<file path="config.mk">
export PLATFORM = sky130hd
export DESIGN_NAME = conv_scheduler_flat
export DESIGN_NICKNAME = d
export VERILOG_FILES = /design/src/rtl/conv_scheduler_if.sv /design/src/rtl/conv_scheduler.sv /design/src/flat_wrapper.sv
export SDC_FILE = /design/constraint.sdc
export NUM_CORES = 1
export LEC_CHECK = 0
export BUFFER_PORTS_ARGS = -buffer_cell sky130_fd_sc_hd__buf_4
export CORE_MARGIN = 3
export CORE_UTILIZATION = 61
export DETAILED_ROUTE_END_ITERATION = 7
export GPL_ROUTABILITY_DRIVEN = 0
export PLACE_DENSITY = 0.85
export SETUP_SLACK_MARGIN = 0.5
export SYNTH_ARGS = -nofsm -noshare
export SYNTH_HDL_FRONTEND = slang
export SYNTH_SLANG_ARGS = --single-unit
</file>
<file path="constraint.sdc">
create_clock -name i_clk -period 7.85 [get_ports i_clk]
set_clock_uncertainty 0.2 [all_clocks]
set_input_delay 0.3925 -clock i_clk [delete_from_list [all_inputs] [get_ports i_clk]]
set_output_delay 0.3925 -clock i_clk [all_outputs]
set_load 0.03 [all_outputs]
</file>
<file path="src/rtl/conv_scheduler_if.sv">
// Job, engine and result-stream signals of the convolution window scheduler.
// Signal prefixes are from the scheduler's point of view; the scheduler uses the slave modport.
interface conv_scheduler_if #(
    parameter int DATA_WIDTH = 8,
    parameter int DIM_WIDTH  = 6
);
    // valid/ready: a transfer happens on every rising edge where both are high;
    // once valid is raised, it and its payload hold steady until that transfer.
    logic                  i_job_valid;
    logic                  o_job_ready;
    logic [DIM_WIDTH-1:0]  i_img_w;
    logic [DIM_WIDTH-1:0]  i_img_h;

    logic                  o_eng_start;
    logic [DIM_WIDTH-1:0]  o_eng_row;
    logic [DIM_WIDTH-1:0]  o_eng_col;
    logic                  i_eng_done;
    logic [DATA_WIDTH-1:0] i_eng_result;

    logic                  o_res_valid;
    logic                  i_res_ready;
    logic [DATA_WIDTH-1:0] o_res_data;
    logic                  o_res_last;

    modport slave (
        input  i_job_valid, i_img_w, i_img_h, i_eng_done, i_eng_result, i_res_ready,
        output o_job_ready, o_eng_start, o_eng_row, o_eng_col,
               o_res_valid, o_res_data, o_res_last
    );

    modport master (
        output i_job_valid, i_img_w, i_img_h, i_eng_done, i_eng_result, i_res_ready,
        input  o_job_ready, o_eng_start, o_eng_row, o_eng_col,
               o_res_valid, o_res_data, o_res_last
    );
endinterface

</file>
<file path="src/rtl/conv_scheduler.sv">
// Walks a KERNEL_SIZE window over a W x H image in raster order, issuing one engine
// operation at a time and buffering results in a small FIFO toward the result stream.
module conv_scheduler #(
    parameter int KERNEL_SIZE = 3,
    parameter int DATA_WIDTH  = 8,
    parameter int DIM_WIDTH   = 6,
    parameter int FIFO_DEPTH  = 4
) (
    input  logic            i_clk,
    input  logic            i_rst_n,
    conv_scheduler_if.slave bus,
    output logic            o_busy,
    output logic            o_done,
    output logic            o_err,
    output logic [1:0]      o_dbg_state
);
    localparam int PTR_W   = (FIFO_DEPTH > 1) ? $clog2(FIFO_DEPTH) : 1;
    localparam int CNT_W   = PTR_W + 1;
    localparam int ENTRY_W = DATA_WIDTH + 1;
    localparam logic [DIM_WIDTH-1:0] K_DIM    = DIM_WIDTH'(KERNEL_SIZE);
    localparam logic [CNT_W-1:0]     FULL_CNT = CNT_W'(FIFO_DEPTH);

    typedef enum logic [1:0] {
        S_IDLE  = 2'd0,
        S_ISSUE = 2'd1,
        S_WAIT  = 2'd2,
        S_DRAIN = 2'd3
    } state_t;

    state_t               state;
    logic [DIM_WIDTH-1:0] img_w;
    logic [DIM_WIDTH-1:0] img_h;
    logic [DIM_WIDTH-1:0] row;
    logic [DIM_WIDTH-1:0] col;

    logic [ENTRY_W-1:0]   fifo_mem [FIFO_DEPTH];
    logic [PTR_W-1:0]     wr_ptr;
    logic [PTR_W-1:0]     rd_ptr;
    logic [CNT_W-1:0]     count;

    logic               fifo_full;
    logic               fifo_empty;
    logic               job_accept;
    logic               job_ok;
    logic               at_final_col;
    logic               at_final;
    logic               push;
    logic               pop;
    logic [ENTRY_W-1:0] head;

    always_comb begin
        fifo_full    = (count == FULL_CNT);
        fifo_empty   = (count == '0);
        job_accept   = bus.i_job_valid && (state == S_IDLE);
        job_ok       = (bus.i_img_w >= K_DIM) && (bus.i_img_h >= K_DIM);
        at_final_col = (col == (img_w - K_DIM));
        at_final     = at_final_col && (row == (img_h - K_DIM));
        push         = (state == S_WAIT) && bus.i_eng_done;
        pop          = !fifo_empty && bus.i_res_ready;
        head         = fifo_mem[rd_ptr];
    end

    // row/col only move on the done edge, so they stay put for the whole operation.
    always_ff @(posedge i_clk or negedge i_rst_n) begin
        if (!i_rst_n) begin
            state  <= S_IDLE;
            img_w  <= '0;
            img_h  <= '0;
            row    <= '0;
            col    <= '0;
            o_done <= 1'b0;
            o_err  <= 1'b0;
        end else begin
            o_done <= 1'b0;
            o_err  <= 1'b0;
            case (state)
                S_IDLE: begin
                    if (job_accept) begin
                        img_w <= bus.i_img_w;
                        img_h <= bus.i_img_h;
                        row   <= '0;
                        col   <= '0;
                        if (job_ok) state <= S_ISSUE;
                        else        o_err <= 1'b1;
                    end
                end
                S_ISSUE: begin
                    if (!fifo_full) state <= S_WAIT;
                end
                S_WAIT: begin
                    if (bus.i_eng_done) begin
                        if (at_final) begin
                            state <= S_DRAIN;
                        end else begin
                            state <= S_ISSUE;
                            if (at_final_col) begin
                                col <= '0;
                                row <= row + DIM_WIDTH'(1);
                            end else begin
                                col <= col + DIM_WIDTH'(1);
                            end
                        end
                    end
                end
                S_DRAIN: begin
                    if (fifo_empty) begin
                        state  <= S_IDLE;
                        o_done <= 1'b1;
                    end
                end
                default: state <= S_IDLE;
            endcase
        end
    end

    // A start is only issued with a free slot, so a push never finds the FIFO full.
    always_ff @(posedge i_clk or negedge i_rst_n) begin
        if (!i_rst_n) begin
            wr_ptr <= '0;
            rd_ptr <= '0;
            count  <= '0;
        end else begin
            if (push) wr_ptr <= wr_ptr + PTR_W'(1);
            if (pop)  rd_ptr <= rd_ptr + PTR_W'(1);
            case ({push, pop})
                2'b10:   count <= count + CNT_W'(1);
                2'b01:   count <= count - CNT_W'(1);
                default: count <= count;
            endcase
        end
    end

    always_ff @(posedge i_clk) begin
        if (push) fifo_mem[wr_ptr] <= {bus.i_eng_result, at_final};
    end

    assign bus.o_job_ready = (state == S_IDLE);
    assign bus.o_eng_start = (state == S_ISSUE) && !fifo_full;
    assign bus.o_eng_row   = row;
    assign bus.o_eng_col   = col;
    assign bus.o_res_valid = !fifo_empty;
    assign bus.o_res_data  = fifo_empty ? '0 : head[ENTRY_W-1:1];
    assign bus.o_res_last  = !fifo_empty && head[0];
    assign o_busy          = (state != S_IDLE);
    assign o_dbg_state     = state;
endmodule

</file>
<file path="src/flat_wrapper.sv">
// flat-port wrapper written by rule: the top's interface ports become plain ports
module conv_scheduler_flat 
#(
    parameter int KERNEL_SIZE = 3,
    parameter int DATA_WIDTH  = 8,
    parameter int DIM_WIDTH   = 6,
    parameter int FIFO_DEPTH  = 4
)
  (i_clk, i_rst_n, o_busy, o_done, o_err, o_dbg_state, bus_i_job_valid, bus_i_img_w, bus_i_img_h, bus_i_eng_done, bus_i_eng_result, bus_i_res_ready, bus_o_job_ready, bus_o_eng_start, bus_o_eng_row, bus_o_eng_col, bus_o_res_valid, bus_o_res_data, bus_o_res_last);
  conv_scheduler_if #(.DATA_WIDTH(DATA_WIDTH), .DIM_WIDTH(DIM_WIDTH)) bus_i ();
  input  logic i_clk;
  input  logic i_rst_n;
  output logic o_busy;
  output logic o_done;
  output logic o_err;
  output logic [1:0] o_dbg_state;
  input wire logic [$bits(bus_i.i_job_valid)-1:0] bus_i_job_valid;
  input wire logic [$bits(bus_i.i_img_w)-1:0] bus_i_img_w;
  input wire logic [$bits(bus_i.i_img_h)-1:0] bus_i_img_h;
  input wire logic [$bits(bus_i.i_eng_done)-1:0] bus_i_eng_done;
  input wire logic [$bits(bus_i.i_eng_result)-1:0] bus_i_eng_result;
  input wire logic [$bits(bus_i.i_res_ready)-1:0] bus_i_res_ready;
  output wire logic [$bits(bus_i.o_job_ready)-1:0] bus_o_job_ready;
  output wire logic [$bits(bus_i.o_eng_start)-1:0] bus_o_eng_start;
  output wire logic [$bits(bus_i.o_eng_row)-1:0] bus_o_eng_row;
  output wire logic [$bits(bus_i.o_eng_col)-1:0] bus_o_eng_col;
  output wire logic [$bits(bus_i.o_res_valid)-1:0] bus_o_res_valid;
  output wire logic [$bits(bus_i.o_res_data)-1:0] bus_o_res_data;
  output wire logic [$bits(bus_i.o_res_last)-1:0] bus_o_res_last;
  assign bus_i.i_job_valid = bus_i_job_valid;
  assign bus_i.i_img_w = bus_i_img_w;
  assign bus_i.i_img_h = bus_i_img_h;
  assign bus_i.i_eng_done = bus_i_eng_done;
  assign bus_i.i_eng_result = bus_i_eng_result;
  assign bus_i.i_res_ready = bus_i_res_ready;
  assign bus_o_job_ready = bus_i.o_job_ready;
  assign bus_o_eng_start = bus_i.o_eng_start;
  assign bus_o_eng_row = bus_i.o_eng_row;
  assign bus_o_eng_col = bus_i.o_eng_col;
  assign bus_o_res_valid = bus_i.o_res_valid;
  assign bus_o_res_data = bus_i.o_res_data;
  assign bus_o_res_last = bus_i.o_res_last;
  conv_scheduler #(.KERNEL_SIZE(KERNEL_SIZE), .DATA_WIDTH(DATA_WIDTH), .DIM_WIDTH(DIM_WIDTH), .FIFO_DEPTH(FIFO_DEPTH)) u_core (.i_clk(i_clk), .i_rst_n(i_rst_n), .bus(bus_i), .o_busy(o_busy), .o_done(o_done), .o_err(o_err), .o_dbg_state(o_dbg_state));
endmodule
</file>
-- After elaboration in Yosys (flattened, before gate mapping)
Memories as Yosys holds them, arrays and structs flattened.
Cells that the tools add are included.
- register bits after elaboration: 35
- RAM bits: 36
- input bits: 25
- output and inout bits: 29
- word-level logic and storage cells: 79
- memories: 1
- memories (name ; depth ; bits a word ; read ports ; clocked after Yosys merged registers in ; write ports ; line ; source):
    u_core.fifo_mem ; 4 ; 9 ; 1 ; 0 ; 1 ; conv_scheduler.sv:36 ; logic [ENTRY_W-1:0] fifo_mem [FIFO_DEPTH];
- add/subtract/negate cells: 8
- $lt $le $gt $ge: 2
- eq/ne operators: 15
- muxes and demuxes: 25
- reductions and logical operators: 18
- operator list (cell ; count):
    $mux W6 ; 7
    $pmux W6 S2 ; 2
    $add A6 B1 Y6 const B ; 2
    $eq A6 B6 Y1 ; 2
    $ge A6 B2 Y1 const B ; 2
    $mux W2 ; 6
    $sub A6 B2 Y6 const B ; 2
    $reduce_and A5 Y1 ; 2
    $mux W8 ; 1
    $ne A2 B1 Y1 const B ; 4
    $pmux W2 S4 ; 1
    $logic_and A1 B1 Y1 ; 7
    $mux W1 ; 7
    $eq A2 B2 Y1 const B ; 3
    $ne A2 B2 Y1 const B ; 3
    $pmux W3 S2 ; 1
    $reduce_bool A2 Y1 ; 3
    $add A2 B1 Y2 const B ; 2
    $eq A2 B1 Y1 const B ; 2
    $reduce_and A4 Y1 ; 1
    $add A3 B1 Y3 const B ; 1
    $eq A3 B3 Y1 const B ; 1
    $logic_not A3 Y1 ; 1
    $sub A3 B1 Y3 const B ; 1
    other kinds (3) ; 4

-- Depth between registers and ports, before layout
- word-level depth: 6
- depth in mapped cells: 11
- mapped depth without buffers: 9

-- Least setup slack after synthesis
OpenSTA, ideal clock, no wires.
- path type: register to register
- start point: register u_core.img_w[0]
- end point: register u_core.row[5], in the netlist u_core.bus.o_eng_row[5]
- library setup time: 0.078 ns
- arrival time: 2.401 ns
- data required time: 7.572 ns
- path slack: 5.171 ns
- cell stages (with the launch flop): 8
- path buffers: 1
- clock period less this slack: 2.679 ns
- cell sequence: dfrtp_1 ha_1 nand2b_1 or4_1 a2111o_1 buf_6 or4_1 a21oi_1
- word-level cells in the longest chain between the ends: 5
- elaborated cells on any way between the ends: 6
- classes of those cells: 1 x add/sub; 3 x eq/ne; 2 x reduce/logical
- RTL lines (item ; line ; source):
    start, declared ; conv_scheduler.sv:31 ; logic [DIM_WIDTH-1:0] img_w;
    start signal, assigned ; conv_scheduler.sv:79 ; img_w <= bus.i_img_w;
    $sub A6 B2 Y6 * ; conv_scheduler.sv:56 ; at_final_col = (col == (img_w - K_DIM));
    $eq A6 B6 Y1 * ; conv_scheduler.sv:56 ;
    $logic_and A1 B1 Y1 ; conv_scheduler.sv:57 ; at_final = at_final_col && (row == (img_h - K_DIM));
    $ne A2 B2 Y1 (no line) ; -- ;
    $reduce_and A5 Y1 (no line) * ; -- ;
    end signal, assigned ; conv_scheduler.sv:98 ; row <= row + DIM_WIDTH'(1);
    end, declared ; conv_scheduler.sv:33 ; logic [DIM_WIDTH-1:0] row;
Mark *: on every way between the ends. The rest lies on a longest branch, timed or not.
A chain may end at the register's enable or synchronous reset.

-- Final worst setup path
- start point: register u_core.img_w[0]
- end point: register u_core.row[2], in the netlist u_core.bus.o_eng_row[2]
Same word-level chain as after synthesis.

==> impl_summary.md <==
Power and ir drop
The maximum vdd ir drop is 196 uV. The combinational power share is 0.425. Of the total power, the share spent switching nets is 0.401. In this run the power spent charging and discharging nets is roughly 630 uW. The share of total power dissipated in the clock network is 0.190.

Dividing total power by cell area gives a power density of 383 nW/um^2. The share of total power dissipated in sequential elements is 0.385. In this run the static leakage power is 1.72 nW.

The internal power consumption is 944 uW.

Placed design
Input and output buffers added on the ports amount to 53. Detailed placement finished with a half-perimeter wire length of 4900 um. In this run, placement finished with an instance count of 398.

Worst setup path
The type of the worst setup path is reg2reg. The slack of the worst reg-to-reg path is slightly below 5 ns. The capturing element of the worst setup path is u_core.bus.o_eng_row[2]$_DFFE_PN0P_. The worst register-to-register path ends at u_core.bus.o_eng_row[2]$_DFFE_PN0P_. For the worst setup path, the data arrival time is 3.08 ns. The data required time of the critical path is 7.90 ns. The maximum net fanout on the critical path is 22. The critical path launch point is u_core.img_w[0]$_DFFE_PN0P_. STA classifies the critical path endpoint as a flip-flop.

The number of cell instances on the worst register-to-register path is 6. The startpoint type of the worst setup path is a flip-flop. The startpoint identified for the worst register-to-register timing path is u_core.img_w[0]$_DFFE_PN0P_.

Global route
Entering global routing, the biggest net connects 36 pins. The first global-routing pass estimated 12,100 um of wire. The initial antenna violation count is 0. In the global route stage, overall resource usage came out at 0.247.

The number of global-route vias before repair is 2,427. The total grt overflow is 0.

Cells and area
The footprint of the flip-flops and latches is 1960 um^2. The antenna diode count is 0. The post-layout instance count excluding filler cells is slightly above 400. The multi-input gate area in the final layout is 1410 um^2.

The layout overhead on the synthesized area is 18.9%. The number of inserted filler cells in the final layout is ~340. At the end of the flow, the number of nets in the layout was 375.

Of the cells placed in the final design, the portion with a size suffix greater than 1 is 0.246.

STA
The final number of hold-violating endpoints came to 0. Adding up every negative setup slack in the final design gives 0 ns. Timing would allow up to 330 MHz. The final setup violation count is 0. The number of pins with negative max-slew slack in the final report is 0. At the pin with the least slew margin, the transition time is 1.06 ns. The final clock period utilization by the worst path is 0.386. The worst-case headroom to the max-slew limit is 0.291. The smallest hold slack is approximately 0.054 ns. Setup repair after global routing left no endpoint under its margin. The time the final worst path needs with I/O delays and setup is 3.03 ns.

Floorplan
The die is 81.4 um tall. In this run the horizontal extent of the chip is 81.4 um. In this run the core area contains 26 standard-cell rows. The core box area is ~5300 um^2. The initial core utilization is 0.653. The overall die area is ~6600 um^2. 54 I/O pins were placed.

CTS
After clock tree synthesis, the flow added hold-fix buffers numbering 1. Clock tree synthesis inserted a total of 9 buffers. The cell sitting at the root of the clock tree is a sky130_fd_sc_hd__clkbuf_8. For this design, the sink count on the clock tree is 71.

The number of gates resized after CTS was 0. The clock tree synthesis step divided the H-tree into 3 levels. In this run the post-CTS setup repair buffer count came out at 0. Clock-pin slew was measured on the worst setup and hold paths at around 0.07 ns.

Counting along the longest clock path gives a buffer depth of 2. TritonCTS built the clock tree. At the later pin of the worst-skew pair, clock insertion delay measures about 0.34 ns.

Routing
The first TritonRoute pass finished after 4 iterations. In the routed design, unresolved DRC markers number 0. The average vias per placed instance is 5.83.

The routed via count is 2,420. Dividing the detail-routed wire length by the instance count gives 17.3 um. For this block, the routed nets add up to 7180 um of wire. The violation count after the first detailed-route iteration is 273. The number of nets still failing antenna checks after routing is 0.

Worst hold path
The kind of path behind the tightest hold check is in2reg.

Yosys
After synthesis, the most frequently instantiated cells are sky130_fd_sc_hd__nand2_1, sky130_fd_sc_hd__edfxtp_1, sky130_fd_sc_hd__dfrtp_1. Synthesis handed over a netlist of about 290 instances. The fraction of post-synthesis cell area in the top cell type by area is 0.312. The biggest area consumer among synthesized cells is sky130_fd_sc_hd__edfxtp_1. The number of different library cells in the post-synthesis netlist is 45. Dividing the synthesized area by the synthesized cell count gives 12.0 um^2. The fraction of synthesis flops using an asynchronous set or reset pin is 0.493. The net count of the mapped netlist is 323. The fraction of the yosys area taken by sequential cells is 0.565. The cell area that synthesis handed to floorplanning was 3460 um^2.

The dominant register cell in the synthesized netlist is sky130_fd_sc_hd__edfxtp_1. Yosys attributes the largest share of cell area to sky130_fd_sc_hd__edfxtp_1, sky130_fd_sc_hd__dfrtp_1, sky130_fd_sc_hd__mux4_2, sky130_fd_sc_hd__nand2_1, sky130_fd_sc_hd__xnor2_1. The number of flops mapped to enable cells by yosys is 36. The most frequent cell after synthesis is sky130_fd_sc_hd__nand2_1. The Yosys step of the flow raised 0 warnings. After synthesis the netlist holds a flip-flop and latch count of 71.

Run
Max-cap violations in this run came to 0.

Outcome
The run finished with clean final reports.
[power by group through the flow]
stage,logic [mW],clock network [mW],registers [mW]
2_1_floorplan,0.484,0,0.596
3_3_place_gp,0.652,0,0.606
3_5_place_dp,0.667,0,0.614
4_1_cts,0.674,0.306,0.607
5_1_grt,0.739,0.325,0.624
6_report,0.670,0.300,0.607
[state kept, by name, summed over array words and instances (netlist names)]
name                  flops
u_core.bus.o_eng_row      6
u_core.fifo_mem          36
u_core.count              3
u_core.img_w              6
u_core.img_h              6
u_core.wr_ptr             2
u_core.o_err              1
u_core.rd_ptr             2
u_core.bus.o_eng_col      6
u_core.o_dbg_state        2
u_core.o_done             1
[cells by family after synthesis]
group                    share of synthesized area
multiplexers                                0.0701
flip-flops                                   0.565
XOR/XNOR                                    0.0556
adder cells (fa/ha/maj)                     0.0383
buffers and inverters                       0.0285
AND/OR/NAND/NOR                              0.152
AO/OA/AOI/OAI                               0.0903
[worst min-delay path by stage]
stage | startpoint | endpoint | slack [ns] | cells after the start
2_1_floorplan | i_rst_n | u_core.bus.o_eng_col[0]$_DFFE_PN0P_ | -0.10 | 0
3_3_place_gp | i_rst_n | u_core.o_done$_DFF_PN0_ | 0.17 | 1
3_5_place_dp | i_rst_n | u_core.o_done$_DFF_PN0_ | 0.18 | 1
4_1_cts | bus_i_eng_result[3] | u_core.fifo_mem[2][4]$_DFFE_PP_ | 0.04 | 1
5_1_grt | bus_i_eng_result[3] | u_core.fifo_mem[2][4]$_DFFE_PP_ | 0.02 | 1
6_report | bus_i_eng_result[3] | u_core.fifo_mem[2][4]$_DFFE_PP_ | 0.05 | 1
[per-layer routing]
layer | GRT usage | part of all wire | routed length (um)
met1 | 0.343 | 0.44 | 3140
met2 | 0.381 | 0.49 | 3500
met3 | 0.0710 | 0.058 | 418
met4 | 0.0743 | 0.016 | 118
met5 | 0 | 0 | 0
[cells in the final DEF (no fill, tap or decap), drive strengths merged, types with 4 or more instances in the layout]
| cell type | instances |
|---|---|
| dfrtp | 35 |
| edfxtp | 36 |
| a21oi | 9 |
| o31ai | 4 |
| mux2i | 4 |
| nor2 | 7 |
| a22oi | 4 |
| or4 | 7 |
| nor4 | 5 |
| mux4 | 9 |
| xnor2 | 15 |
| xor2 | 7 |
| buf | 54 |
| ha | 9 |
| inv | 10 |
| and2 | 14 |
| clkbuf | 12 |
| o21ai | 7 |
| nor2b | 4 |
| nand2 | 51 |
[area by class of cell]
cell class | count | share of cell area
clock buffer | 12 | 0.0377
inverter | 10 | 0.00911
multi-input combinational | 193 | 0.343
timing repair buffer | 55 | 0.101
clock inverter | 4 | 0.0131
sequential | 71 | 0.475
tap | 70 | 0.0213
[per-stage QoR]
stage          setup WS [ns]  total power [mW]  instance area, um^2   util
2_1_floorplan           5.17              1.08                 3460      -
3_3_place_gp            4.94              1.26                 3900  0.736
3_5_place_dp            4.85              1.28                 3900  0.736
4_1_cts                 4.81              1.59                 4120  0.777
5_1_grt                 4.69              1.69                 4120  0.777
6_report                4.82              1.58                 4120  0.777
[worst max-delay path: stages (launching register included)]
cell	delay, ns
sky130_fd_sc_hd__dfrtp_1	0.42
sky130_fd_sc_hd__ha_1	0.26
sky130_fd_sc_hd__nand2b_1	0.15
sky130_fd_sc_hd__or4_1	0.40
sky130_fd_sc_hd__a2111o_1	0.73
sky130_fd_sc_hd__or4_1	0.61
sky130_fd_sc_hd__a21oi_1	0.17
Note: power is estimated with default switching activity, not from simulation.
